[src/rtl/id_ex_skid_reg_pkg.sv]
// Shared decode/execute pipeline types: ctrl bundle layout, ALU codes, bubble constant, FSM states.
// Latency: none (types and constants only).
// Backpressure: n/a. Optional feature macro used by the register: ID_EX_PERF_EN.
package id_ex_skid_reg_pkg;

   localparam int XLEN_DEF       = 32;
   localparam int REG_ADDR_W_DEF = 5;
   localparam int CTRL_W         = 10;

   // ALU decoder output encodings (100, 110, 111 are unused by the decoder)
   typedef enum logic [2:0] {
      ALU_ADD = 3'b000,
      ALU_SUB = 3'b001,
      ALU_AND = 3'b010,
      ALU_OR  = 3'b011,
      ALU_SLT = 3'b101
   } alu_ctrl_e;

   // MSB-first: {RegWrite, ResultSrc[1:0], MemWrite, Jump, Branch, ALUControl[2:0], ALUSrc}
   typedef struct packed {
      logic       reg_write;
      logic [1:0] result_src;
      logic       mem_write;
      logic       jump;
      logic       branch;
      logic [2:0] alu_control;
      logic       alu_src;
   } ctrl_t;

   // Bit offsets of each field inside the flat 10-bit ctrl vector
   localparam int CTRL_ALU_SRC_B     = 0;
   localparam int CTRL_ALU_CTL_LSB   = 1;
   localparam int CTRL_BRANCH_B      = 4;
   localparam int CTRL_JUMP_B        = 5;
   localparam int CTRL_MEM_WRITE_B   = 6;
   localparam int CTRL_RESULT_SRC_LSB = 7;
   localparam int CTRL_REG_WRITE_B   = 9;

   // Bubble: no architectural side effects if execute ignores m_valid
   localparam ctrl_t CTRL_NOP = '0;

   // Occupancy encoded as {main_v, skid_v}; 01 is unreachable
   typedef enum logic [1:0] {
      ST_EMPTY = 2'b00,
      ST_ONE   = 2'b10,
      ST_FULL  = 2'b11
   } skid_state_e;

   // Saturating increment for the performance counters
   function automatic logic [31:0] sat_inc(input logic [31:0] v);
      return (&v) ? v : v + 32'd1;
   endfunction

endpackage

[src/rtl/id_ex_skid_reg_if.sv]
// Decode-to-execute handshake bundle: decode payload in, execute payload out, flush.
// Latency: none (wires only).
// Backpressure: s_ready toward decode, m_ready from execute; slave = the pipeline register, master = its environment.
interface id_ex_skid_reg_if #(
   parameter int XLEN       = id_ex_skid_reg_pkg::XLEN_DEF,
   parameter int REG_ADDR_W = id_ex_skid_reg_pkg::REG_ADDR_W_DEF
);
   import id_ex_skid_reg_pkg::*;

   // decode side
   logic                  s_valid;
   logic                  s_ready;
   ctrl_t                 id_ctrl_i;
   logic [XLEN-1:0]       id_rd1_i;
   logic [XLEN-1:0]       id_rd2_i;
   logic [XLEN-1:0]       id_imm_i;
   logic [XLEN-1:0]       id_pc_i;
   logic [XLEN-1:0]       id_pcplus4_i;
   logic [REG_ADDR_W-1:0] id_rs1_i;
   logic [REG_ADDR_W-1:0] id_rs2_i;
   logic [REG_ADDR_W-1:0] id_rd_i;
   logic                  flush;

   // execute side
   logic                  m_valid;
   logic                  m_ready;
   ctrl_t                 ex_ctrl_o;
   logic [XLEN-1:0]       ex_rd1_o;
   logic [XLEN-1:0]       ex_rd2_o;
   logic [XLEN-1:0]       ex_imm_o;
   logic [XLEN-1:0]       ex_pc_o;
   logic [XLEN-1:0]       ex_pcplus4_o;
   logic [REG_ADDR_W-1:0] ex_rs1_o;
   logic [REG_ADDR_W-1:0] ex_rs2_o;
   logic [REG_ADDR_W-1:0] ex_rd_o;

   modport slave (
      input  s_valid, id_ctrl_i, id_rd1_i, id_rd2_i, id_imm_i, id_pc_i, id_pcplus4_i,
             id_rs1_i, id_rs2_i, id_rd_i, flush, m_ready,
      output s_ready, m_valid, ex_ctrl_o, ex_rd1_o, ex_rd2_o, ex_imm_o, ex_pc_o,
             ex_pcplus4_o, ex_rs1_o, ex_rs2_o, ex_rd_o
   );

   modport master (
      output s_valid, id_ctrl_i, id_rd1_i, id_rd2_i, id_imm_i, id_pc_i, id_pcplus4_i,
             id_rs1_i, id_rs2_i, id_rd_i, flush, m_ready,
      input  s_ready, m_valid, ex_ctrl_o, ex_rd1_o, ex_rd2_o, ex_imm_o, ex_pc_o,
             ex_pcplus4_o, ex_rs1_o, ex_rs2_o, ex_rd_o
   );

endinterface

[src/rtl/pipe_payload_reg.sv]
// Width-agnostic enable-loaded payload register, cleared by reset.
// Latency: 1 cycle from load to q.
// Backpressure: none; holds q whenever load is low.
module pipe_payload_reg #(
   parameter int W = 8
) (
   input  logic         clk,
   input  logic         rst,
   input  logic         load,
   input  logic [W-1:0] d,
   output logic [W-1:0] q
);

   // capture d on load, otherwise hold
   always_ff @(posedge clk or posedge rst) begin
      if (rst) begin
         q <= '0;
      end else if (load) begin
         q <= d;
      end
   end

endmodule

[src/rtl/id_ex_skid_reg.sv]
// Elastic ID/EX pipeline register with one-entry skid buffer and synchronous flush.
// Latency: 1 cycle accept-to-m_valid; full throughput while m_ready=1.
// Backpressure: registered s_ready drops only when skid is full; optional ID_EX_PERF_EN adds stall/bubble counters.
module id_ex_skid_reg
   import id_ex_skid_reg_pkg::*;
#(
   parameter int XLEN       = XLEN_DEF,
   parameter int REG_ADDR_W = REG_ADDR_W_DEF
) (
   input  logic               clk,
   input  logic               rst,
   id_ex_skid_reg_if.slave    bus
`ifdef ID_EX_PERF_EN
   ,
   output logic [31:0]        stall_cnt_o,
   output logic [31:0]        bubble_cnt_o
`endif
);

   localparam int PAY_W = CTRL_W + 5 * XLEN + 3 * REG_ADDR_W;

   skid_state_e      state_q;
   skid_state_e      state_nxt;
   logic             s_ready_q;
   logic             main_v;
   logic             accept;
   logic             consume;
   logic             load_main;
   logic             load_skid;
   logic             sel_skid;
   logic [PAY_W-1:0] in_pay;
   logic [PAY_W-1:0] main_d;
   logic [PAY_W-1:0] main_q;
   logic [PAY_W-1:0] skid_q;
   ctrl_t            main_ctrl;

   assign main_v  = state_q[1];
   assign accept  = bus.s_valid & s_ready_q;
   assign consume = main_v & bus.m_ready;

   assign in_pay = {bus.id_ctrl_i, bus.id_rd1_i, bus.id_rd2_i, bus.id_imm_i, bus.id_pc_i,
                    bus.id_pcplus4_i, bus.id_rs1_i, bus.id_rs2_i, bus.id_rd_i};

   // main refills from skid when draining FULL, otherwise straight from decode
   assign main_d = sel_skid ? skid_q : in_pay;

   pipe_payload_reg #(.W(PAY_W)) u_main (
      .clk  (clk),
      .rst  (rst),
      .load (load_main),
      .d    (main_d),
      .q    (main_q)
   );

   pipe_payload_reg #(.W(PAY_W)) u_skid (
      .clk  (clk),
      .rst  (rst),
      .load (load_skid),
      .d    (in_pay),
      .q    (skid_q)
   );

   // occupancy state and registered ready
   always_ff @(posedge clk or posedge rst) begin
      if (rst) begin
         state_q   <= ST_EMPTY;
         s_ready_q <= 1'b1;
      end else begin
         state_q   <= state_nxt;
         s_ready_q <= (state_nxt != ST_FULL);
      end
   end

   // next occupancy and payload load strobes; flush wins over everything
   always_comb begin
      state_nxt = state_q;
      load_main = 1'b0;
      load_skid = 1'b0;
      sel_skid  = 1'b0;
      case (state_q)
         ST_EMPTY: begin
            if (accept) begin
               load_main = 1'b1;
               state_nxt = ST_ONE;
            end
         end
         ST_ONE: begin
            if (accept && consume) begin
               load_main = 1'b1;
            end else if (accept) begin
               load_skid = 1'b1;
               state_nxt = ST_FULL;
            end else if (consume) begin
               state_nxt = ST_EMPTY;
            end
         end
         ST_FULL: begin
            // s_ready is low here, so nothing new can arrive
            if (consume) begin
               load_main = 1'b1;
               sel_skid  = 1'b1;
               state_nxt = ST_ONE;
            end
         end
         default: begin
            state_nxt = ST_EMPTY;
         end
      endcase
      if (bus.flush) begin
         state_nxt = ST_EMPTY;
         load_main = 1'b0;
         load_skid = 1'b0;
         sel_skid  = 1'b0;
      end
   end

   assign {main_ctrl, bus.ex_rd1_o, bus.ex_rd2_o, bus.ex_imm_o, bus.ex_pc_o,
           bus.ex_pcplus4_o, bus.ex_rs1_o, bus.ex_rs2_o, bus.ex_rd_o} = main_q;

   // ctrl reads as a NOP whenever main is empty so execute cannot act on stale data
   assign bus.ex_ctrl_o = main_v ? main_ctrl : CTRL_NOP;
   assign bus.s_ready   = s_ready_q;
   assign bus.m_valid   = main_v;

`ifdef ID_EX_PERF_EN
   // saturating stall/bubble counters, cleared only by reset
   always_ff @(posedge clk or posedge rst) begin
      if (rst) begin
         stall_cnt_o  <= '0;
         bubble_cnt_o <= '0;
      end else begin
         if (main_v && !bus.m_ready) begin
            stall_cnt_o <= sat_inc(stall_cnt_o);
         end
         if (!main_v && bus.m_ready) begin
            bubble_cnt_o <= sat_inc(bubble_cnt_o);
         end
      end
   end
`endif

endmodule

[src/flat_wrapper.sv]
// flat-port wrapper written by rule: the top's interface ports become plain ports
module id_ex_skid_reg_flat import id_ex_skid_reg_pkg::*;
#(
   parameter int XLEN       = XLEN_DEF,
   parameter int REG_ADDR_W = REG_ADDR_W_DEF
)
  (clk, rst, bus_s_valid, bus_id_ctrl_i, bus_id_rd1_i, bus_id_rd2_i, bus_id_imm_i, bus_id_pc_i, bus_id_pcplus4_i, bus_id_rs1_i, bus_id_rs2_i, bus_id_rd_i, bus_flush, bus_m_ready, bus_s_ready, bus_m_valid, bus_ex_ctrl_o, bus_ex_rd1_o, bus_ex_rd2_o, bus_ex_imm_o, bus_ex_pc_o, bus_ex_pcplus4_o, bus_ex_rs1_o, bus_ex_rs2_o, bus_ex_rd_o);
  id_ex_skid_reg_if #(.XLEN(XLEN), .REG_ADDR_W(REG_ADDR_W)) bus_i ();
  input  logic clk;
  input  logic rst;
  input wire logic [$bits(bus_i.s_valid)-1:0] bus_s_valid;
  input wire logic [$bits(bus_i.id_ctrl_i)-1:0] bus_id_ctrl_i;
  input wire logic [$bits(bus_i.id_rd1_i)-1:0] bus_id_rd1_i;
  input wire logic [$bits(bus_i.id_rd2_i)-1:0] bus_id_rd2_i;
  input wire logic [$bits(bus_i.id_imm_i)-1:0] bus_id_imm_i;
  input wire logic [$bits(bus_i.id_pc_i)-1:0] bus_id_pc_i;
  input wire logic [$bits(bus_i.id_pcplus4_i)-1:0] bus_id_pcplus4_i;
  input wire logic [$bits(bus_i.id_rs1_i)-1:0] bus_id_rs1_i;
  input wire logic [$bits(bus_i.id_rs2_i)-1:0] bus_id_rs2_i;
  input wire logic [$bits(bus_i.id_rd_i)-1:0] bus_id_rd_i;
  input wire logic [$bits(bus_i.flush)-1:0] bus_flush;
  input wire logic [$bits(bus_i.m_ready)-1:0] bus_m_ready;
  output wire logic [$bits(bus_i.s_ready)-1:0] bus_s_ready;
  output wire logic [$bits(bus_i.m_valid)-1:0] bus_m_valid;
  output wire logic [$bits(bus_i.ex_ctrl_o)-1:0] bus_ex_ctrl_o;
  output wire logic [$bits(bus_i.ex_rd1_o)-1:0] bus_ex_rd1_o;
  output wire logic [$bits(bus_i.ex_rd2_o)-1:0] bus_ex_rd2_o;
  output wire logic [$bits(bus_i.ex_imm_o)-1:0] bus_ex_imm_o;
  output wire logic [$bits(bus_i.ex_pc_o)-1:0] bus_ex_pc_o;
  output wire logic [$bits(bus_i.ex_pcplus4_o)-1:0] bus_ex_pcplus4_o;
  output wire logic [$bits(bus_i.ex_rs1_o)-1:0] bus_ex_rs1_o;
  output wire logic [$bits(bus_i.ex_rs2_o)-1:0] bus_ex_rs2_o;
  output wire logic [$bits(bus_i.ex_rd_o)-1:0] bus_ex_rd_o;
  assign bus_i.s_valid = bus_s_valid;
  assign bus_i.id_ctrl_i = bus_id_ctrl_i;
  assign bus_i.id_rd1_i = bus_id_rd1_i;
  assign bus_i.id_rd2_i = bus_id_rd2_i;
  assign bus_i.id_imm_i = bus_id_imm_i;
  assign bus_i.id_pc_i = bus_id_pc_i;
  assign bus_i.id_pcplus4_i = bus_id_pcplus4_i;
  assign bus_i.id_rs1_i = bus_id_rs1_i;
  assign bus_i.id_rs2_i = bus_id_rs2_i;
  assign bus_i.id_rd_i = bus_id_rd_i;
  assign bus_i.flush = bus_flush;
  assign bus_i.m_ready = bus_m_ready;
  assign bus_s_ready = bus_i.s_ready;
  assign bus_m_valid = bus_i.m_valid;
  assign bus_ex_ctrl_o = bus_i.ex_ctrl_o;
  assign bus_ex_rd1_o = bus_i.ex_rd1_o;
  assign bus_ex_rd2_o = bus_i.ex_rd2_o;
  assign bus_ex_imm_o = bus_i.ex_imm_o;
  assign bus_ex_pc_o = bus_i.ex_pc_o;
  assign bus_ex_pcplus4_o = bus_i.ex_pcplus4_o;
  assign bus_ex_rs1_o = bus_i.ex_rs1_o;
  assign bus_ex_rs2_o = bus_i.ex_rs2_o;
  assign bus_ex_rd_o = bus_i.ex_rd_o;
  id_ex_skid_reg #(.XLEN(XLEN), .REG_ADDR_W(REG_ADDR_W)) u_core (.clk(clk), .rst(rst), .bus(bus_i));
endmodule
[config.mk]
export PLATFORM = sky130hd
export DESIGN_NAME = id_ex_skid_reg_flat
export DESIGN_NICKNAME = d
export VERILOG_FILES = /design/src/rtl/id_ex_skid_reg_pkg.sv /design/src/rtl/id_ex_skid_reg_if.sv /design/src/rtl/pipe_payload_reg.sv /design/src/rtl/id_ex_skid_reg.sv /design/src/flat_wrapper.sv
export SDC_FILE = /design/constraint.sdc
export NUM_CORES = 1
export LEC_CHECK = 0
export CAP_MARGIN = 20
export CORE_ASPECT_RATIO = 1.4
export CORE_UTILIZATION = 40
export CTS_CLUSTER_DIAMETER = 120
export DETAILED_ROUTE_END_ITERATION = 12
export GPL_ROUTABILITY_DRIVEN = 1
export PLACE_DENSITY = 0.75
export SETUP_SLACK_MARGIN = 0.05
export SYNTH_ARGS = -nofsm -noshare
export SYNTH_HDL_FRONTEND = slang
export SYNTH_HIERARCHICAL = 1
export SYNTH_SLANG_ARGS = --single-unit
export TNS_END_PERCENT = 20
[constraint.sdc]
create_clock -name clk -period 7.7 [get_ports clk]
set_input_delay 2.31 -clock clk [delete_from_list [all_inputs] [get_ports clk]]
set_output_delay 2.31 -clock clk [all_outputs]
set_load 0.01 [all_outputs]
==> results.toml, run 1 <==
[sta]
tightest_slew_ns = 0.974
fin_tns_setup_ns = 0
fmax_mhz = 227
setup_slack_ns = 3.30
rsz0062_at_grt = "false"
min_period_over_period_pct = 57.1
hold_violations = 0
maxSlewViolCount = 0
slew_headroom_pct = 35.1
setup_viol = 0
finClkSkew_ns = 0.0215
period_needed_ns = 4.40

[critical_path]
path_max_fanout = 73
critPathCaptureType = "register"
cp-start-kind = "input port"
crit_type = "input port to register"
crit_path_start = "bus_flush"
crit_required_ns = 8.10
timing.rr.start = "u_core/state_q[1]$_DFF_PP0_"
timing.critical_path.arrival_ns = 4.80

[cells_and_area]
drive_gt1_share_pct = 44.2
fin_nets = 1574
syn_to_final_growth_pct = 29.9
fin_util_pct = 52.8
fillerInstances = 3545

[hold_path]
min_path_type = "register to register"
hp-start = "u_core/u_skid/q[58]$_DFFE_PP0P_"

[grt]
overflow = 0
grt_pass1_wl_mm = 65.3
grt_use_total_pct = 18.8
antenna_found_initial = 12
first_global_vias = 11100
grt_max_degree = 124

[logic_synthesis]
synth-async-reset-ratio_pct = 100
synthMuxAreaShare_pct = 42.1
yosysTopAreaCell = "dfrtp_1"
synth_area_leaders = "dfrtp_1 (53%), mux2_4 (26%), mux2_2 (16%)"
ys_seq_area_share_pct = 53.3
yosys_warnings = 6
synth-simple-area-share_pct = 0.650
syn-cell-area_um2 = 17500
synth_top_family_by_area = "multiplexers"
yosysMostFrequentCell = "dfrtp_1"
syn_area_per_cell_um2 = 17.2
synth_nets = 1207
synth_xor_area_share_pct = 0
synthFlopType = "dfrtp_1"
synth_edf_count = 0
synth_top_area_share_pct = 53.2
synth_cell_types = 17
ys_seq_elements = 373
synthTopCellsByCount = "dfrtp_1 (372), mux2_4 (300), mux2_2 (245)"
synth_adder_area_share_pct = 0
synth_compound_gate_area_share_pct = 0.114
syn_inst = 1017

[power]
ir_drop_v = 0.000133
clkPwrFrac_pct = 30.7
pwr-share-seq_pct = 44.8
p_per_area_nw_per_um2 = 262
p_leak_nw = 9.90
swShare_pct = 25.2
power_switching_w = 0.00151
power_frac_comb_pct = 24.5
p_int_w = 0.00447

[drt]
wire_per_inst_um = 21.3
dr.first_iter.drc_count = 337
drt_pass1_iterations = 4
remaining_drc_errors = 0
via_per_inst = 5.00
postRouteAntennaNets = 0
wl_mm = 42.1
vias = 9856

[clock_tree]
cts_hold_buffers = 0
path_clk_slew_ns = 0.06
clock-root-buffer = "clkbuf_16"
cts_resized = 0
clockBufferDepth = 3
clock_latency_ns = 0.54
cts-buffers-inserted = 40
cts_tree = "built"
cts_setup_buffers = 0
htreeDepth = 2
numClockSinks = 373

[floorplan]
initial_utilization_pct = 40.6
die_x_um = 179
ios = 377
num_rows = 90
die_h_um = 250
die_area_um2 = 44600
coreArea_um2 = 43100

[flow_run]
timing.max_cap.violations = 0

[place]
place.gp.congestion = 0.792
dp_hpwl_mm = 26.8
pre_cts_ws_ns = 2.76
port_buffers = 376

[run_status]
outcome = "completed"
power groups by stage:
stage,clock [W],sequential (W),combinational (W)
2_1_floorplan,0,0.00272,0.000762
3_3_place_gp,0,0.00267,0.00144
6_report,0.00183,0.00267,0.00146
5_1_grt,0.00196,0.00273,0.00155
3_5_place_dp,0,0.00270,0.00147
4_1_cts,0.00189,0.00268,0.00148
per-layer routing:
metal  vias to the layer above  share of wire [%]  track usage (%)
met2                       270                 51             31.4
met4                         0                4.7             11.0
met1                      5133                 39             22.1
li1                       4358                  -                -
met3                        95                4.6             3.56
met5                         -                  0                0
area by class of cell:
cell class | instances | area [um^2] | share of cell area [%]
Clock inverter | 10 | 68.8 | 0.302
Antenna cell | 12 | 30.0 | 0.132
Multi-Input combinational cell | 575 | 7520 | 33.0
Sequential cell | 373 | 9340 | 41.0
Clock buffer | 55 | 1160 | 5.09
Inverter | 6 | 37.5 | 0.165
Timing Repair Buffer | 388 | 3920 | 17.2
Tap cell | 552 | 691 | 3.03
cell usage in the layout (no fill, tap or decap), drive strengths merged:
| master | n |
|---|---|
| inv | 9 |
| dfstp | 1 |
| clkbuf | 55 |
| nand3 | 1 |
| clkinvlp | 2 |
| nand2b | 1 |
| mux2 | 555 |
| clkinv | 5 |
| buf | 12 |
| and2 | 10 |
| or3 | 1 |
| o21ai | 2 |
| a21oi | 2 |
| clkdlybuf4s50 | 376 |
| diode | 12 |
| dfrtp | 372 |
| nand4b | 1 |
| nor3 | 2 |
metrics by stage:
step                      total power (W)  hold WS (ns)  cells  cell area (um^2)
after detailed placement          0.00417         0.490   1894             21500
after floorplan                   0.00349         0.474   1017             17500
final                             0.00597         0.502   1971             22800
after CTS                         0.00605         0.504   1959             22700
after global placement            0.00412         0.485   1894             21500
after global routing              0.00624         0.513   1971             22800
worst paths after layout:
| kind | endpoint | slack [ns] | cells after the start |
|---|---|---|---|
| setup / recovery | u_core/u_main/q[43]$_DFFE_PP0P_ | 3.30 | 5 |
| hold / removal | u_core/u_skid/q[58]$_DFFE_PP0P_ | 0.50 | 1 |
| setup reg to reg | u_core/u_main/q[43]$_DFFE_PP0P_ | 4.85 | 4 |
| hold reg to reg | u_core/u_skid/q[58]$_DFFE_PP0P_ | 0.50 | 1 |
| max in group asynchronous | u_core/u_skid/q[128]$_DFFE_PP0P_ | 3.94 | 3 |
| min in group asynchronous | u_core/state_q[1]$_DFF_PP0_ | 2.24 | 2 |
worst max-delay path, stage by stage:
cell and delay, ns:
clkdlybuf4s50_1 0.50, nand4b_4 0.77, buf_12 0.51, mux2_1 0.38, mux2_4 0.26
registers in the layout, summed over array words and instances (netlist names):
register            cells
u_core/u_skid/q       185
u_core/state_q          2
u_core/bus.s_ready      1
u_core/u_main/q       185
cell families after synthesis:
kind of cell	count (synthesis)
compound gates	4
simple gates	16
mux	555
flops	373
buf+inv	69
(Power assumes the default switching activity.)
==> inputs of run 2 (changes only) <==
- clock period: 7.7 -> 3.75 ns (I/O delays scaled with it)
==> run 2 against run 1 <==
Clock-buffer cell count increased by 5. Die area unchanged. Setup slack got worse by 2.8 ns. Cell area increased by 2.4%. Critical path depth decreased by 3. Largest cell class unchanged. Clock power increased by 120%.
==> results.toml, run 2 (synthesis gave the netlist of run 1 again) <==
[clock_tree]
cts_setup_buffers = 0
clock-root-buffer = "clkbuf_16"
numClockSinks = 373
cts_tree = "built"
htreeDepth = 2
clock_latency_ns = 0.53
path_clk_slew_ns = 0.06
cts_resized = 0
cts_hold_buffers = 0
cts-buffers-inserted = 40
clockBufferDepth = 3

[drt]
wire_per_inst_um = 21.5
wl_mm = 42.9
drt_pass1_iterations = 4
remaining_drc_errors = 0
via_per_inst = 4.99
postRouteAntennaNets = 0
vias = 9979
dr.first_iter.drc_count = 371

[floorplan]
die_h_um = 250
initial_utilization_pct = 40.6
coreArea_um2 = 43100
num_rows = 90
die_x_um = 179
die_area_um2 = 44600
ios = 377

[cells_and_area]
fin_util_pct = 54.0
drive_gt1_share_pct = 45.3
layout_common_cells = "clkdlybuf4s50_1 (376), dfrtp_1 (372), mux2_4 (300)"
instances_no_fill = 2001
syn_to_final_growth_pct = 33.1
final_common_cell = "clkdlybuf4s50_1"
reg_top3 = "u_core/u_main/q (185), u_core/u_skid/q (185), u_core/state_q (2)"
fin_nets = 1602

[power]
p_per_area_nw_per_um2 = 542
p_leak_nw = 10.2
finalPower_w = 0.0126
ir_drop_v = 0.000404

[sta]
hold_violations = 0
period_needed_ns = 3.25
fmax_mhz = 307
fin_tns_setup_ns = 0
slew_headroom_pct = 57.7
setup_viol = 0
whs_ns = 0.503
min_period_over_period_pct = 86.8
finClkSkew_ns = 0.00881
maxSlewViolCount = 0
tightest_slew_ns = 0.635
rsz0062_at_grt = "false"

[grt]
first_global_vias = 11400
antenna_found_initial = 9
grt_max_degree = 96
grt_use_total_pct = 19.4
overflow = 0
grt_pass1_wl_mm = 66.7

[critical_path]
crit_type = "register to primary output"
crit_required_ns = 2.62
timing.critical_path.arrival_ns = 2.13
critPathCaptureType = "primary output"
cp-start-kind = "register"
path_max_fanout = 15

[place]
port_buffers = 376
place.gp.congestion = 0.779
place_inst = 1922
dp_hpwl_mm = 28.9

[hold_path]
min_path_type = "register to register"

[run_status]
outcome = "completed"

[flow_run]
timing.max_cap.violations = 0
-- run 2: where the power goes --
group / switching, W / leakage, nW / total [W] / internal [W]
combinational: 0.000962 / 5.03 / 0.00304 / 0.00207
clock: 0.00159 / 0.674 / 0.00408 / 0.00249
sequential: 0.000541 / 4.48 / 0.00551 / 0.00497
-- run 2: critical path, cell delays in order (launching register included) --
cell and delay, ns:
dfrtp_1 0.73, and2_1 0.30, clkdlybuf4s50_1 0.57
-- run 2: metal layers --
metal	GRT usage, %	vias up	share of wire (%)
li1	-	4424	-
met5	0	-	0
met4	10.1	0	4.7
met2	33.0	272	51
met3	3.69	98	4.7
met1	22.8	5185	39
-- run 2: path summary, 6_finish.rpt --
check | slack (ns) | startpoint | to | depth (start not counted)
setup / recovery | 0.50 | u_core/state_q[1]$_DFF_PP0_ | bus_ex_ctrl_o[2] | 2
min in group asynchronous | 1.02 | rst | u_core/state_q[1]$_DFF_PP0_ | 2
hold / removal | 0.50 | u_core/u_skid/q[72]$_DFFE_PP0P_ | u_core/u_skid/q[72]$_DFFE_PP0P_ | 1
hold reg to reg | 0.50 | u_core/u_skid/q[72]$_DFFE_PP0P_ | u_core/u_skid/q[72]$_DFFE_PP0P_ | 1
setup reg to reg | 1.39 | u_core/state_q[1]$_DFF_PP0_ | u_core/u_main/q[146]$_DFFE_PP0P_ | 6
max in group asynchronous | 1.87 | rst | u_core/u_skid/q[127]$_DFFE_PP0P_ | 3
-- run 2: stage by stage --
| step | setup WS (ns) | instance area (um^2) |
|---|---|---|
| floorplan | -2.40 | 17500 |
| global placement | 0.327 | 21900 |
| detailed placement | 0.359 | 21900 |
| CTS | 0.465 | 23300 |
| global route | 0.431 | 23300 |
| finish | 0.496 | 23300 |
-- run 2: area by class of cell --
class / count / area [um^2]
clock buffers: 60 / 1210
multi-input cells: 575 / 7520
clock inverters: 10 / 150
fillers: 3465 / 19800
well taps: 552 / 691
inverters: 6 / 33.8
flip-flops and latches: 373 / 9340
diodes: 9 / 22.5
repair buffers: 416 / 4350
